[src/rtl/rojobot_pkg.sv]
// Shared codes for the rojobot drive model: wheel actions, motion codes,
// compass headings and the heading-to-unit-step table.
package rojobot_pkg;

    typedef enum logic [1:0] {
        WhlIdle,
        WhlFwd,
        WhlRev
    } wheel_e;

    typedef enum logic [2:0] {
        MotStop  = 3'd0,
        MotFwd   = 3'd1,
        MotRev   = 3'd2,
        MotTurnL = 3'd3,
        MotTurnR = 3'd4,
        MotSpinL = 3'd5,
        MotSpinR = 3'd6
    } motion_e;

    typedef enum logic [2:0] {
        HdgN, HdgNE, HdgE, HdgSE, HdgS, HdgSW, HdgW, HdgNW
    } heading_e;

    typedef struct packed {
        logic signed [1:0] dx;
        logic signed [1:0] dy;
    } step_t;

    function automatic wheel_e wheel_act(input logic fwd, input logic rev);
        case ({fwd, rev})
            2'b10:   return WhlFwd;
            2'b01:   return WhlRev;
            default: return WhlIdle;
        endcase
    endfunction

    // +y is north, +x is east.
    function automatic step_t hdg_step(input logic [2:0] hdg);
        case (hdg)
            HdgN:    return '{dx: 2'sb00, dy: 2'sb01};
            HdgNE:   return '{dx: 2'sb01, dy: 2'sb01};
            HdgE:    return '{dx: 2'sb01, dy: 2'sb00};
            HdgSE:   return '{dx: 2'sb01, dy: 2'sb11};
            HdgS:    return '{dx: 2'sb00, dy: 2'sb11};
            HdgSW:   return '{dx: 2'sb11, dy: 2'sb11};
            HdgW:    return '{dx: 2'sb11, dy: 2'sb00};
            default: return '{dx: 2'sb11, dy: 2'sb01};
        endcase
    endfunction

endpackage

[src/rtl/rojobot_tick_gen.sv]
// Rate divider: emits a one-cycle tick every top+1 clocks; a change of
// rate_sel restarts the count.
module rojobot_tick_gen
    import rojobot_pkg::*;
#(
    parameter int unsigned CLK_FREQUENCY_HZ = 100000000,
    parameter int unsigned RATE0_HZ         = 1,
    parameter int unsigned RATE1_HZ         = 5,
    parameter int unsigned RATE2_HZ         = 10,
    parameter int unsigned SIMULATE         = 0,
    parameter int unsigned SIM_CNT0         = 1,
    parameter int unsigned SIM_CNT1         = 5,
    parameter int unsigned SIM_CNT2         = 10,
    parameter int unsigned CNTR_WIDTH       = 32
) (
    input  logic       clk,
    input  logic       reset,
    input  logic [1:0] rate_sel,
    output logic       tick
);

    localparam logic [CNTR_WIDTH-1:0] Top0 =
        CNTR_WIDTH'(SIMULATE != 0 ? SIM_CNT0 : CLK_FREQUENCY_HZ / RATE0_HZ - 1);
    localparam logic [CNTR_WIDTH-1:0] Top1 =
        CNTR_WIDTH'(SIMULATE != 0 ? SIM_CNT1 : CLK_FREQUENCY_HZ / RATE1_HZ - 1);
    localparam logic [CNTR_WIDTH-1:0] Top2 =
        CNTR_WIDTH'(SIMULATE != 0 ? SIM_CNT2 : CLK_FREQUENCY_HZ / RATE2_HZ - 1);

    logic [CNTR_WIDTH-1:0] cnt_q, cnt_d, top;
    logic [1:0]            rate_q, rate_d;
    logic                  tick_q, tick_d;

    always_comb begin
        case (rate_sel)
            2'd0:    top = Top0;
            2'd1:    top = Top1;
            default: top = Top2;
        endcase
    end

    always_comb begin
        cnt_d  = cnt_q + CNTR_WIDTH'(1);
        tick_d = 1'b0;
        rate_d = rate_sel;
        if (rate_sel != rate_q) begin
            cnt_d = '0;
        end else if (cnt_q == top) begin
            cnt_d  = '0;
            tick_d = 1'b1;
        end
    end

    always_ff @(posedge clk) begin
        if (reset) begin
            cnt_q  <= '0;
            rate_q <= 2'd0;
            tick_q <= 1'b0;
        end else begin
            cnt_q  <= cnt_d;
            rate_q <= rate_d;
            tick_q <= tick_d;
        end
    end

    assign tick = tick_q;

endmodule

[src/rtl/rojobot_drive.sv]
// Differential-drive robot model: on each tick, advances wheel counters,
// decodes motion, and updates heading and world location.
module rojobot_drive
    import rojobot_pkg::*;
#(
    parameter int unsigned CLK_FREQUENCY_HZ = 100000000,
    parameter int unsigned RATE0_HZ         = 1,
    parameter int unsigned RATE1_HZ         = 5,
    parameter int unsigned RATE2_HZ         = 10,
    parameter int unsigned SIMULATE         = 0,
    parameter int unsigned SIM_CNT0         = 1,
    parameter int unsigned SIM_CNT1         = 5,
    parameter int unsigned SIM_CNT2         = 10,
    parameter int unsigned POS_WIDTH        = 8,
    parameter int unsigned SATURATE         = 0,
    parameter int unsigned CNTR_WIDTH       = 32
) (
    input  logic                 clk,
    input  logic                 reset,
    input  logic                 left_fwd,
    input  logic                 left_rev,
    input  logic                 right_fwd,
    input  logic                 right_rev,
    input  logic [1:0]           rate_sel,
    output logic [POS_WIDTH-1:0] left_pos,
    output logic [POS_WIDTH-1:0] right_pos,
    output logic [2:0]           heading,
    output logic [POS_WIDTH-1:0] loc_x,
    output logic [POS_WIDTH-1:0] loc_y,
    output logic [2:0]           motion,
    output logic                 tick
);

    logic [POS_WIDTH-1:0] left_pos_q, left_pos_d, right_pos_q, right_pos_d;
    logic [POS_WIDTH-1:0] loc_x_q, loc_x_d, loc_y_q, loc_y_d;
    logic [POS_WIDTH-1:0] dx_ext, dy_ext;
    logic [2:0]           heading_q, heading_d, hdg_inc;
    motion_e              motion_q, motion_d, mot;
    wheel_e               l_act, r_act;
    step_t                stp;

    rojobot_tick_gen #(
        .CLK_FREQUENCY_HZ(CLK_FREQUENCY_HZ),
        .RATE0_HZ        (RATE0_HZ),
        .RATE1_HZ        (RATE1_HZ),
        .RATE2_HZ        (RATE2_HZ),
        .SIMULATE        (SIMULATE),
        .SIM_CNT0        (SIM_CNT0),
        .SIM_CNT1        (SIM_CNT1),
        .SIM_CNT2        (SIM_CNT2),
        .CNTR_WIDTH      (CNTR_WIDTH)
    ) u_tick_gen (
        .clk     (clk),
        .reset   (reset),
        .rate_sel(rate_sel),
        .tick    (tick)
    );

    function automatic logic [POS_WIDTH-1:0] wheel_next(input logic [POS_WIDTH-1:0] pos,
                                                        input wheel_e act);
        if (act == WhlFwd) begin
            if (SATURATE != 0 && pos == {POS_WIDTH{1'b1}}) return pos;
            return pos + POS_WIDTH'(1);
        end else if (act == WhlRev) begin
            if (SATURATE != 0 && pos == '0) return pos;
            return pos - POS_WIDTH'(1);
        end
        return pos;
    endfunction

    always_comb begin
        l_act = wheel_act(left_fwd, left_rev);
        r_act = wheel_act(right_fwd, right_rev);
        if (l_act == r_act) begin
            mot = (l_act == WhlFwd) ? MotFwd : (l_act == WhlRev) ? MotRev : MotStop;
        end else if (l_act == WhlRev && r_act == WhlFwd) begin
            mot = MotSpinL;
        end else if (l_act == WhlFwd && r_act == WhlRev) begin
            mot = MotSpinR;
        end else if (r_act == WhlFwd || l_act == WhlRev) begin
            mot = MotTurnL;
        end else begin
            mot = MotTurnR;
        end
    end

    always_comb begin
        case (mot)
            MotTurnR: hdg_inc = 3'd1;
            MotTurnL: hdg_inc = 3'd7;
            MotSpinR: hdg_inc = 3'd2;
            MotSpinL: hdg_inc = 3'd6;
            default:  hdg_inc = 3'd0;
        endcase
    end

    // Translation uses the heading held before this tick's rotation.
    always_comb begin
        stp    = hdg_step(heading_q);
        dx_ext = {{(POS_WIDTH-2){stp.dx[1]}}, stp.dx};
        dy_ext = {{(POS_WIDTH-2){stp.dy[1]}}, stp.dy};
    end

    always_comb begin
        left_pos_d  = left_pos_q;
        right_pos_d = right_pos_q;
        heading_d   = heading_q;
        loc_x_d     = loc_x_q;
        loc_y_d     = loc_y_q;
        motion_d    = motion_q;
        if (tick) begin
            left_pos_d  = wheel_next(left_pos_q, l_act);
            right_pos_d = wheel_next(right_pos_q, r_act);
            heading_d   = heading_q + hdg_inc;
            motion_d    = mot;
            if (mot == MotFwd) begin
                loc_x_d = loc_x_q + dx_ext;
                loc_y_d = loc_y_q + dy_ext;
            end else if (mot == MotRev) begin
                loc_x_d = loc_x_q - dx_ext;
                loc_y_d = loc_y_q - dy_ext;
            end
        end
    end

    always_ff @(posedge clk) begin
        if (reset) begin
            left_pos_q  <= '0;
            right_pos_q <= '0;
            heading_q   <= 3'd0;
            loc_x_q     <= '0;
            loc_y_q     <= '0;
            motion_q    <= MotStop;
        end else begin
            left_pos_q  <= left_pos_d;
            right_pos_q <= right_pos_d;
            heading_q   <= heading_d;
            loc_x_q     <= loc_x_d;
            loc_y_q     <= loc_y_d;
            motion_q    <= motion_d;
        end
    end

    assign left_pos  = left_pos_q;
    assign right_pos = right_pos_q;
    assign heading   = heading_q;
    assign loc_x     = loc_x_q;
    assign loc_y     = loc_y_q;
    assign motion    = motion_q;

endmodule

[config.mk]
export PLATFORM = sky130hd
export DESIGN_NAME = rojobot_drive
export DESIGN_NICKNAME = d
export VERILOG_FILES = /design/src/rtl/rojobot_pkg.sv /design/src/rtl/rojobot_tick_gen.sv /design/src/rtl/rojobot_drive.sv
export SDC_FILE = /design/constraint.sdc
export NUM_CORES = 1
export LEC_CHECK = 0
export BUFFER_PORTS_ARGS = -buffer_cell sky130_fd_sc_hd__buf_2
export CORE_ASPECT_RATIO = 1.5
export CORE_MARGIN = 1
export CORE_UTILIZATION = 60
export CTS_CLUSTER_DIAMETER = 200
export CTS_CLUSTER_SIZE = 28
export DETAILED_ROUTE_END_ITERATION = 6
export PLACE_DENSITY = 0.81
export REMOVE_ABC_BUFFERS = 1
export SKIP_CTS_REPAIR_TIMING = 1
export SLEW_MARGIN = 20
export SYNTH_ARGS = -nofsm -noshare
export SYNTH_HDL_FRONTEND = slang
export SYNTH_SLANG_ARGS = --single-unit
export TNS_END_PERCENT = 10
[constraint.sdc]
create_clock -name clk -period 4.3 [get_ports clk]
set_clock_uncertainty 0.1 [all_clocks]
set_input_delay 0.645 -clock clk [delete_from_list [all_inputs] [get_ports clk]]
set_output_delay 0.645 -clock clk [all_outputs]
set_load 0.1 [all_outputs]
# Yosys cells after proc, flatten, opt, wreduce, memory -nomap -nowiden
# Cells that the tools add are included.
# totals
register_bits,73
inputBits,8
output_inout_bits,39
elab_cells,80
# op_classes
addsub,10
n_eq_ne,24
n_mux,26
reduce_logical,11
# ops
operator,n
two-way mux 8 bit,8
one-hot mux 27 bit (2 select lines),1
"adder 32 x 1 -> 32 bit, second input constant",1
equality test 32 x 27 -> 1 bit,1
one-hot mux 4 bit (7 select lines),1
"equality test 3 bit, second input constant",6
"adder 8 x 1 -> 8 bit, second input constant",2
adder 8 bit,2
"subtractor 8 x 1 -> 8 bit, second input constant",2
subtractor 8 bit,2
"equality test 3 x 2 -> 1 bit, second input constant",4
two-way mux 3 bit,4
one-hot mux 3 bit (4 select lines),1
"equality test 2 x 1 -> 1 bit, second input constant",5
"equality test 2 bit, second input constant",4
one-hot mux 2 bit (2 select lines),2
two-way mux 1 bit,7
"equality test 3 x 1 -> 1 bit, second input constant",2
AND reduction 2 bit,3
two-way mux 2 bit,2
adder 3 bit,1
logical NOT 3 bit,1
OR reduction 3 bit,1
equality test 2 bit,1
other kinds (6),7

# Depth between registers and ports, before layout
# depth
depth_word,11
mapped_depth,14

# Modules after synthesis
# Synthesis repeated with hierarchy kept, for this count alone.
# hier_totals
hier_cells,558
area_unflattened_um2,4712.0
# modules_own_cells
mod,instances,cells_each,area_each_um2,seq_area_each_um2
rojobot_drive,1,360,2941.6,760.7
rojobot_tick_gen,1,198,1770.4,700.7

# Worst setup path before layout
# No wires, ideal clock.
# synth_path
path_kind,reg2reg
startpoint,"reg heading_q[2], in the netlist heading[2]"
endpoint,"reg loc_y_q[7], in the netlist loc_y[7]"
setup_time_ns,0.116
arrival_time_ns,3.365
required_ns,4.084
setup_slack_ns,0.719
path_stages_with_launch,13
n_path_buf,0
synth_period_minus_slack_ns,3.581
path_cell_list,dfxtp_1 -> inv_1 -> o21ai_0 -> inv_1 -> ha_1 -> a21oi_1 -> ha_1 -> a21oi_1 -> o211ai_1 -> o41ai_1 -> xor2_1 -> a21oi_1 -> a31o_1
# synth_via
elab_chain_len,5
# synth_rtl
element,line_no,rtl
start: declaration,rojobot_drive.sv:37,"logic [2:0] heading_q, heading_d, hdg_inc;"
start signal: assignment,rojobot_drive.sv:137,heading_q <= heading_d;
"equality test 3 bit, or another cell as far along",rojobot_pkg.sv:40,case (hdg)
one-hot mux 4 bit (7 select lines) *,rojobot_pkg.sv:40,
subtractor 8 bit,rojobot_drive.sv:121,loc_y_d = loc_y_q - dy_ext;
two-way mux 8 bit,rojobot_drive.sv:119,end else if (mot == MotRev) begin
two-way mux 8 bit *,rojobot_drive.sv:116,if (mot == MotFwd) begin
end signal: assignment,rojobot_drive.sv:139,loc_y_q <= loc_y_d;
end: declaration,rojobot_drive.sv:35,"logic [POS_WIDTH-1:0] loc_x_q, loc_x_d, loc_y_q, loc_y_d;"
# Mark *: on every way between the ends. The rest lies on a longest branch, timed or not. The select of a mux whose other input is x is not followed.
# A chain may end at the register's enable or synchronous reset.

# Final worst setup path
# layout_path
startpoint,in right_rev
endpoint,"reg loc_y_q[7], in the netlist loc_y[7]"
# layout_via
elab_chain_len,11
# layout_rtl
element,line_no,rtl
start: declaration,rojobot_drive.sv:23,"input logic right_rev,"
equality test 2 x 1 -> 1 bit or equality test 2 bit (tied branches),rojobot_pkg.sv:31,"case ({fwd, rev})"
one-hot mux 2 bit (2 select lines) *,rojobot_pkg.sv:31,
equality test 2 x 1 -> 1 bit,"rojobot_drive.sv:76, rojobot_drive.sv:80",
logical OR 1 bit,rojobot_drive.sv:80,end else if (r_act == WhlFwd || l_act == WhlRev) begin
two-way mux 3 bit,rojobot_drive.sv:80,
two-way mux 3 bit,rojobot_drive.sv:78,end else if (l_act == WhlFwd && r_act == WhlRev) begin
two-way mux 3 bit,rojobot_drive.sv:76,end else if (l_act == WhlRev && r_act == WhlFwd) begin
two-way mux 3 bit *,rojobot_drive.sv:74,if (l_act == r_act) begin
equality test 3 x 1 -> 1 bit or equality test 3 x 2 -> 1 bit (tied branches),"rojobot_drive.sv:116, rojobot_drive.sv:119",
nonzero test 2 bit (no source line),n/a,
AND reduction 2 bit (no source line),n/a,
# Mark *: on every way between the ends. The rest lies on a longest branch, timed or not.

==> results.md <==
- Avg WL per Cell: approximately 14 um
- Finished Core Util: between 60 and 70%
- # rows: 39
- Primary FF master, synth: dfxtp_1
- RSZ-0062 raised after global routing: no
- Min-Delay Path Class: reg2reg
- Worst-Skew Late Latency: 0.33 ns
- CP arrival: approximately 3.6 ns
- CTS Buf Count: 9
- ANT nets after route: 0
- Clock sinks: 73
- Avg Cell Area, Syn: roughly 8.3 um^2
- Port bufs: 46
- Worst Tran Pin Value: 0.5946 ns
- Largest net degree at the start of global routing: 51
- Status: complete, no violations
- Iteration-0 DRC count of the detailed router: 140
- Synthesized instance count: between 500 and 600
- Max Cap Violations: 0
- Placed Cells: between 600 and 700
- Nets: around 650
- Total Wirelength: roughly 10000 um
- Seq/Total Area, Yosys: between 30% and 40%
- Drt drc: 0
- Clock root buffer: clkbuf_16
- Post-route setup TNS: 0 ns
- Via count: around 4000
- Power Density: approximately 290 nW/um^2
- Grt total ovfl: 0
- Chip Width: 74.18 um
- Boundary Pins: 47
- Global-route wire length before repair: around 17000 um
- Starting Density: 61.59%
- Final cell count without fillers: between 700 and 800
- Fin crit share: between 80% and 90%
- Slew Viols, Final: 0
- Relative slew margins: approximately three fifths
- WP data required: 4.43 ns
- Max Root-Sink Buffers: 2
- Final Hold Vio Count: 0
- Synth Register Bits: 73
- Number of flops mapped to enable cells by yosys: 0
- Detailed placement HPWL: between 7000 and 8000 um
- Max Clock Freq: between 200 and 300 MHz
- GPL Wtd Cong: roughly 0.87
- Final-layout fill cell count: around 660
- Core area: 7612 um^2
- Worst vdd ir: roughly 0.00024 V
- Initial antenna violation count: 0
- Clock-pin slew of the registers on the worst-case setup and hold paths: ~0.050 ns
- Die Height: 110.3 um
- Post-layout minimum cycle time: around 3.5 ns
- Share of cells above drive strength 1: between 10% and 20%
- Mapped cell area: between 4000 and 5000 um^2
- Static leakage: between 2 and 2.5 nW
- Drt via density: around 5.7
- Synthesis warning total: 0
- Crit path kind: in2reg
- H-Tree Depth: 3
- ANT cells: 0
- All-layer global routing usage: between 20% and 30%
- Post-synthesis cell type count: 57
- Vias in the first global route: between 3000 and 4000
- CTS tree: done
- Synth-to-Final Area Change: 12.09%
- Die footprint: approximately 8200 um^2
- Drt pass-1 iters: 6
- Async SR Flop Fraction: 0%
- Worst setup EP type: flip-flop
- Setup Viol. Count Final: 0
- Startpoint Class: input pin
- Worst Path Max Fanout: 9
## area by class of cell
cell class | count | area [um^2] | share of cell area, %
clock buffer | 10 | 229.0 | 4.357
clock inverter | 6 | 58.81 | 1.119
inverter | 29 | 108.9 | 2.071
multi-input combinational | 440 | 3009 | 57.26
sequential | 73 | 1461 | 27.81
tap | 102 | 127.6 | 2.429
timing repair buffer | 50 | 260.3 | 4.952
## where the power goes
group	leakage, nW	total (mW)	switching, mW	internal (mW)
sequential	0.588	0.680	0.00136	0.678
combinational	1.42	0.105	0.0664	0.0388
clock	0.146	0.726	0.280	0.446
total	2.15	1.51	0.348	1.16
## cell usage after synthesis, types with 3 or more instances
cell type | n | area, um^2
ha_1 | 37 | 462.9
nor2_2 | 7 | 43.79
and3_1 | 5 | 31.28
xor2_1 | 22 | 192.7
o41ai_1 | 3 | 26.28
a22oi_1 | 3 | 22.52
inv_1 | 29 | 108.9
nor2b_1 | 12 | 75.07
nand3_1 | 27 | 135.1
a21oi_1 | 31 | 155.2
nor4b_1 | 4 | 35.03
a21o_1 | 3 | 22.52
nand4_1 | 6 | 37.54
o21bai_1 | 3 | 22.52
xnor2_1 | 31 | 271.5
nand2_1 | 33 | 123.9
a31oi_1 | 3 | 18.77
buf_2 | 6 | 30.03
nor3_1 | 16 | 80.08
clkbuf_1 | 12 | 45.04
a211oi_1 | 7 | 52.55
fa_1 | 5 | 100.1
dfxtp_1 | 73 | 1461
o2111ai_1 | 3 | 26.28
or3_1 | 6 | 37.54
nand3b_1 | 5 | 37.54
o21ai_0 | 16 | 80.08
nand2b_1 | 12 | 75.07
mux2i_1 | 15 | 150.1
nor2_1 | 88 | 330.3
o211ai_1 | 4 | 30.03
## path summary, 6_finish.rpt
path	start	to	slack (ns)	cells after the start
worst min register to register	left_pos[5]	left_pos[5]	0.37	2
worst max-delay path	right_rev	loc_y[7]	0.81	14
worst max register to register	heading[2]	loc_y[7]	0.89	12
worst min-delay path	left_pos[5]	left_pos[5]	0.37	2
## worst max-delay path, cell delays in order
cell and delay [ns]:
buf_2 0.10, inv_1 0.06, ha_1 0.23, xnor2_2 0.39
nand3_2 0.26, mux2i_2 0.27, inv_1 0.15, ha_1 0.37
nand3_1 0.15, o211ai_1 0.15, o41ai_1 0.34, xor2_1 0.23
a21oi_1 0.09, a31o_1 0.19
## registers in the layout, summed over array words and instances (netlist names)
register	cells
u_tick_gen.rate_q	2
u_tick_gen.tick	1
loc_y	8
u_tick_gen.cnt_q	32
left_pos	8
right_pos	8
motion	3
loc_x	8
heading	3
## metrics by stage
step                setup slack (ns)  cell area (um^2)  hold WS (ns)  total power [mW]
floorplan                     0.6829              4579        0.3378            0.7665
global placement              0.6974              4967        0.3599            0.7929
detailed placement            0.5614              4967        0.3610            0.7970
CTS                           0.8435              5255        0.3684             1.520
global route                  0.5839              5255        0.3954             1.562
finish                        0.8149              5255        0.3677             1.511
## layout by cell type (no fill, tap or decap), types with 22 or more instances in the layout
cell	instances
dfxtp_1	73
xor2_1	22
buf_2	46
nand2_1	33
xnor2_1	31
nor2_1	88
a21oi_1	31
ha_1	37
inv_1	29
nand3_1	27
## layer usage
metal  vias to the layer above  wire, um  GRT usage [%]
li1                       2032         -              -
met1                      1903      3880          25.38
met2                        87      5520          50.13
met3                        27       285          5.000
met4                         0       292          14.70
met5                         -         0              0
## kinds of logic (layout without fill, tap and decap cells)
group                      after synthesis  count (layout)  synth area share (%)
DFF                                     73              73                 31.17
buffers and inverters                   51              95                 4.644
AOI/OAI and AO/OA                       87              87                 11.66
xor gates and xnor gates                54              54                 10.25
muxes                                   19              19                 4.270
and+or+nand+nor                        238             238                 25.99
adders and majority gates               42              42                 12.01
No activity file was read; power rests on OpenSTA's default activity.
